<file path="config.mk">
export PLATFORM = sky130hd
export DESIGN_NAME = score_display_scan
export DESIGN_NICKNAME = d
export VERILOG_FILES = /design/src/rtl/score_display_scan.sv
export SDC_FILE = /design/constraint.sdc
export NUM_CORES = 1
export LEC_CHECK = 0
export CORE_MARGIN = 10
export CORE_UTILIZATION = 35
export DETAILED_ROUTE_END_ITERATION = 10
export GPL_TIMING_DRIVEN = 0
export MAX_ROUTING_LAYER = met4
export PLACE_DENSITY = 0.54
export SYNTH_ARGS = -nofsm -noshare
export SYNTH_HDL_FRONTEND = slang
export SYNTH_SLANG_ARGS = --single-unit
</file>
<file path="constraint.sdc">
create_clock -name clk -period 2.6 [get_ports clk]
set_input_delay 0.52 -clock clk [delete_from_list [all_inputs] [get_ports clk]]
set_output_delay 0.52 -clock clk [all_outputs]
set_load 0.01 [all_outputs]
</file>
<file path="src/rtl/score_display_scan.sv">
// Scans three snapshotted BCD digits onto a 4-anode common-anode seven-segment display.
// Optional SCORE_LEADING_ZERO_BLANK_EN blanks leading zeros in slots 2 and 1.
module score_display_scan #(
  parameter int REFRESH_DIV = 100000,
  parameter int GAP_CYCLES  = 2000
) (
  input  logic       clk,
  input  logic       rst,
  input  logic [3:0] digit2,
  input  logic [3:0] digit1,
  input  logic [3:0] digit0,
  output logic [3:0] an,
  output logic [6:0] seg,
  output logic       dp
);

  localparam int CNT_W = $clog2(REFRESH_DIV);
  localparam logic [CNT_W-1:0] CNT_LAST = CNT_W'(REFRESH_DIV - 1);
  localparam logic [CNT_W-1:0] GAP_END  = CNT_W'(GAP_CYCLES);

  logic [CNT_W-1:0] cnt_p0;
  logic [1:0]       slot_p0;
  logic [3:0]       snap2_p0;
  logic [3:0]       snap1_p0;
  logic [3:0]       snap0_p0;
  logic [3:0]       an_p1;
  logic [6:0]       seg_p1;

  logic [3:0]       cur_digit;
  logic             cur_blank;
  logic [3:0]       an_nxt;
  logic [6:0]       seg_nxt;

  function automatic logic [6:0] bcd_to_seg(input logic [3:0] d);
    logic [6:0] s;
    case (d)
      4'd0:    s = 7'b1000000;
      4'd1:    s = 7'b1111001;
      4'd2:    s = 7'b0100100;
      4'd3:    s = 7'b0110000;
      4'd4:    s = 7'b0011001;
      4'd5:    s = 7'b0010010;
      4'd6:    s = 7'b0000010;
      4'd7:    s = 7'b1111000;
      4'd8:    s = 7'b0000000;
      4'd9:    s = 7'b0010000;
      default: s = 7'b0111111;
    endcase
    return s;
  endfunction

  // Stage p0: slot selection and guard-gap blanking from the current scan position
  always_comb begin
    cur_digit = snap0_p0;
    cur_blank = 1'b0;
    an_nxt    = 4'b1111;
    seg_nxt   = 7'b1111111;
    case (slot_p0)
      2'd1:    cur_digit = snap1_p0;
      2'd2:    cur_digit = snap2_p0;
      default: cur_digit = snap0_p0;
    endcase
`ifdef SCORE_LEADING_ZERO_BLANK_EN
    // Invalid digits are nonzero, so only an exact 0 suppresses a leading slot.
    case (slot_p0)
      2'd2:    cur_blank = (snap2_p0 == 4'd0);
      2'd1:    cur_blank = (snap2_p0 == 4'd0) && (snap1_p0 == 4'd0);
      default: cur_blank = 1'b0;
    endcase
`endif
    if (cnt_p0 >= GAP_END) begin
      case (slot_p0)
        2'd0:    an_nxt = 4'b1110;
        2'd1:    an_nxt = 4'b1101;
        2'd2:    an_nxt = 4'b1011;
        default: an_nxt = 4'b1111;
      endcase
      seg_nxt = cur_blank ? 7'b1111111 : bcd_to_seg(cur_digit);
    end
  end

  // Stage p1: registered display drive; snapshot refreshes only on the frame wrap
  always_ff @(posedge clk or posedge rst) begin
    if (rst) begin
      cnt_p0   <= '0;
      slot_p0  <= 2'd0;
      snap2_p0 <= 4'd0;
      snap1_p0 <= 4'd0;
      snap0_p0 <= 4'd0;
      an_p1    <= 4'b1111;
      seg_p1   <= 7'b1111111;
    end else begin
      an_p1  <= an_nxt;
      seg_p1 <= seg_nxt;
      if (cnt_p0 == CNT_LAST) begin
        cnt_p0 <= '0;
        if (slot_p0 == 2'd2) begin
          slot_p0  <= 2'd0;
          snap2_p0 <= digit2;
          snap1_p0 <= digit1;
          snap0_p0 <= digit0;
        end else begin
          slot_p0 <= slot_p0 + 2'd1;
        end
      end else begin
        cnt_p0 <= cnt_p0 + CNT_W'(1);
      end
    end
  end

  assign an  = an_p1;
  assign seg = seg_p1;
  assign dp  = 1'b1;

endmodule

</file>
### Yosys cells after proc, flatten, opt, wreduce, memory -nomap -nowiden

Memory sizes are Yosys's and may differ from the RTL's.
Index checks and enable logic that the tools add are counted.

* register bits: 42
* ROM bits: 112
* input port bits: 14
* word-level logic and storage cells: 22
* memories: 1

* add/subtract/negate cells: 2
* order comparisons: 1
* equal/unequal tests: 3
* mux-type cells: 6
* reductions and logical operators: 2

Memory list
* (no name shown): words 16, width 7, rd ports 1, clocked after memory_dff 0, wr ports 0, RTL line 36 `case (d)`

Operators with widths (number)
* $add 17x1->17 const B: 1
* $eq 17x17->1 const B: 1
* $ge 17x11->1 const B: 1
* $mux 17: 1
* $pmux 3 s3: 1
* $pmux 4 s2: 1
* $mux 7: 1
* $mux 3: 1
* $add 2x1->2 const B: 1
* $eq 2x1->1 const B: 1
* $eq 2x2->1 const B: 1
* $logic_not 2->1: 1
* $mux 2: 1
* $reduce_and 2->1: 1

### Logic depth before layout (Yosys ltp)

An unclocked memory read counts as a cell.

* depth after elaboration: 4
* depth in mapped cells: 9
* mapped depth without buffers: 8

### Worst setup path before layout

Ideal clock, no wire load.

* path kind: register to register
* from: reg slot_p0[0]
* to: reg seg_p1[3] (netlist: seg[3])
* arrival time: 1928 ps
* data required time: 2535 ps
* slack: 607 ps
* stages on the path, launching flop included: 10
* clock period less this slack: 1993 ps
* cell sequence: dfrtp_1 > inv_1 > ha_1 > clkbuf_1 > nor2_1 > a21oi_1 > inv_1 > ha_1 > a21o_1 > nand3_1

* cells in the longest elaborated chain, start to end: 4
* elaborated cells between the ends (all ways): 5
* those cells by class: 2 x eq/ne; 2 x mux; 1 x memory

Ends and longest elaborated chain
* start: declaration: RTL line 22 `logic [1:0] slot_p0;`
* start signal: assignment: RTL line 103 `slot_p0 <= slot_p0 + 2'd1;`
* $eq 2x2->1 / $eq 2x1->1 (equally long branches): RTL line 58 `case (slot_p0)`
* $pmux 4 s2 *: RTL line 58
* $mem_v2 16x7 *
* $mux 7 *: RTL line 71 `if (cnt_p0 >= GAP_END) begin`
* via seg_nxt[3]: RTL line 32 `logic [6:0] seg_nxt;`
* end signal: assignment: RTL line 94 `seg_p1 <= seg_nxt;`
* end: declaration: RTL line 27 `logic [6:0] seg_p1;`

The timed path passes the listed nets; every way through them passes the cells marked *.
A chain may end at the register's enable or synchronous reset.

### Final worst setup path

* from: reg slot_p0[0]
* to: reg seg_p1[1] (netlist: seg[1])

Same word-level chain as after synthesis.

==> flow_summary.json <==
{
  "outcome": "finished clean",
  "cp_cell_sequence": "inv_1 > ha_1 > clkbuf_1 > nor2_1 > a21oi_1 > inv_1 > ha_1 > nor2_1 > o21ai_0",
  "synthSimpleGateAreaFrac": 0.1597,
  "grt_pass1_vias": 1341,
  "finalCritPeriodShare": 0.9161,
  "core.rowCount": 27,
  "max_cap_violations": 0,
  "slowest_delay_ns": 0.45,
  "postSynthCellCount": 179,
  "synth_seq_cells": 41,
  "routedWlPerCell_um": 13.25,
  "grt_max_degree": 42,
  "final.setup_skew_ns": 0.006352,
  "antenna_found_initial": 0,
  "synth_compound_area_frac": 0.08323,
  "yosysWarnings": 0,
  "initial_core_util": 0.3668,
  "arrival_ns": 2.59,
  "yosysMostFrequentCell": "dfrtp_1",
  "reg2reg_from": "slot_p0[0]",
  "r2r_cells": 9,
  "grt_pass1_wl_um": 6506,
  "nNetsFinal": 234,
  "grt_busiest_layer": "met2",
  "synth_fa_ha_area_frac": 0.06120,
  "seq_area_frac_synth": 0.5080,
  "drc": 0,
  "async_flop_share": 1.000,
  "grt_util_met2": 0.1250,
  "tightest_slew_ns": 0.8321,
  "use_met3": 0.02621,
  "crit_type": "register to register",
  "cts_root_buf": "clkbuf_8",
  "setup.worst_path.end": "seg[1]",
  "startpoint": "slot_p0[0]",
  "vdd_ir_drop_max_mv": 0.3564,
  "ios": 26,
  "swShare": 0.1982,
  "port_buffers": 23,
  "postCtsSetupBuffers": 0,
  "area_growth_pct": 21.54,
  "design.die.area_mm2": 0.009299,
  "hpwl_um": 2733,
  "coreArea_mm2": 0.005574,
  "viasPerCell": 4.827,
  "synth_cell_types": 39,
  "synth_top_cell_area_share": 0.3794,
  "instances_no_fill": 283,
  "critical_path.endpoint_type": "register",
  "setup_violations": 0,
  "routed-via-count": 1366,
  "startpoint_type": "register",
  "hold_viol": 0,
  "dpl.cell_count": 275,
  "grt_usage": 0.09082,
  "antenna_left": 0,
  "synth_commonest_cells": "31 x dfrtp_1, 14 x nor2_1, 12 x nand2_1",
  "rsz0062_at_grt": "no",
  "hold-worst-slack_ns": 0.4806,
  "synth_top_family_by_area": "simple AND/OR/NAND/NOR gates",
  "cts_resized": 0,
  "die_w_um": 96.43,
  "cts_hold_buffers": 0,
  "fillers": 536,
  "cts_sinks": 41,
  "synth_ff_type": "dfrtp_1",
  "drive_above_1_share": 0.1896,
  "synth_xor_xnor_area_share": 0.05569,
  "cts_tree": "yes",
  "cellPowerDensity_mw_per_mm2": 501.1,
  "fin_crit_ns": 2.382,
  "met1_usage": 0.1236,
  "slew_violations": 0,
  "hold_class": "register to register",
  "fmax_ghz": 0.4198,
  "grt_remaining_overflow": 0,
  "combPwrFrac": 0.057,
  "max_slew_margin": 0.4445,
  "p_leak_nw": 1.091,
  "die-height_um": 96.43,
  "netlist_top_cells_area": "dfrtp_1 38%, dfstp_2 13%, mux2_4 7.3%",
  "wl_um": 3749,
  "p_seq_frac": 0.524,
  "synth_top_area_cell": "dfrtp_1",
  "reg2reg_slack_ns": 0.22,
  "slowest_stage": "a21oi_1",
  "required_ns": 2.81,
  "cts.path.max_buffers": 2,
  "syn_area_mm2": 0.002044,
  "worstPathMaxFanout": 10,
  "synth_edf_count": 0,
  "synth_mux_area_frac": 0.09425,
  "p_switching_w": 0.0002468,
  "power.internal_w": 0.0009984,
  "power_frac_clock": 0.418,
  "clkTransAtPathRegs_ns": 0.08,
  "synth_area_per_cell_um2": 11.42,
  "tns_ns": 0,
  "drt_iter0_drc": 84,
  "first_pass_iters": 4,
  "clk_latency_ns": 0.29,
  "diodes": 0,
  "htree_num_levels": 2,
  "cts_inserted_buffers": 5,
  "r2r-end": "seg[1]",
  "gp_congestion": 0.7316
}
critical path: cells and delay by family (launching register included):
kind                       cells  cell delay, ns
AOI/OAI and AO/OA              2            0.62
DFF                            1            0.38
buffers and inverters          3            0.55
and+or+nand+nor                2            0.12
adders and majority gates      2            0.62
per-stage QoR:
stage	power [W]	setup WS, ns	util	cell area [um^2]
final	0.001245	0.2182	0.4458	2485
after global routing	0.001303	0.01491	0.4458	2485
after CTS	0.001270	0.2693	0.4458	2485
after detailed placement	0.0007369	0.2938	0.4249	2369
after global placement	0.0007361	0.2360	0.4249	2369
after floorplan	0.0007064	0.6070	-	2048
sequential cells by signal (all words and copies together) (netlist names):
register	count
snap2_p0	4
an	3
cnt_p0	17
snap1_p0	4
slot_p0	2
snap0_p0	4
seg	7
cell families (layout without fill, tap and decap cells):
family	Yosys count	after routing
AO/OA/AOI/OAI	25	25
XOR/XNOR	13	13
adder cells (fa/ha/maj)	10	10
buffers and inverters	15	46
flip-flops	41	41
multiplexers	14	14
other	1	2
AND/OR/NAND/NOR	60	60
power by group through the flow:
stage	Combinational (W)	Sequential, W	Clock (W)
final	0.0000715	0.000653	0.000521
after global routing	0.0000804	0.000654	0.000568
after CTS	0.0000722	0.000653	0.000545
after detailed placement	0.0000718	0.000665	0
after global placement	0.0000710	0.000665	0
after floorplan	0.0000434	0.000663	0
per-layer routing:
layer,vias to the layer above,part of all wire
li1,684,-
met1,650,0.52
met2,30,0.42
met3,2,0.050
met4,0,0.0067
met5,-,0
how the worst min path moves through the flow:
stage          cells after the start       from   endpoint
2_1_floorplan                      1  cnt_p0[0]  cnt_p0[0]
3_3_place_gp                       1  cnt_p0[0]  cnt_p0[0]
3_5_place_dp                       1  cnt_p0[0]  cnt_p0[0]
4_1_cts                            1  cnt_p0[0]  cnt_p0[0]
5_1_grt                            1  cnt_p0[0]  cnt_p0[0]
6_report                           1  cnt_p0[0]  cnt_p0[0]
layout make-up:
| class | count | area [um^2] | share of cell area |
|---|---|---|---|
| Sequential cell | 41 | 1039 | 0.4179 |
| Multi-Input combinational cell | 124 | 935.9 | 0.3766 |
| Timing Repair Buffer | 23 | 230.2 | 0.09265 |
| Tap cell | 72 | 90.09 | 0.03625 |
| Clock buffer | 7 | 86.33 | 0.03474 |
| Buffer | 6 | 40.04 | 0.01611 |
| Inverter | 9 | 33.78 | 0.01360 |
| Clock inverter | 1 | 30.03 | 0.01208 |
cell usage in the layout (no fill, tap or decap), types with 7 or more instances in the layout:
cell and instances:
clkdlybuf4s50_1 23, mux2_4 10, o21ai_0 7, nor2_1 14, nand3_1 10, nand2_1 12, ha_1 10, dfrtp_1 31
inv_1 8, dfstp_2 10, xor2_1 9
Note: power is estimated with default switching activity, not from simulation.
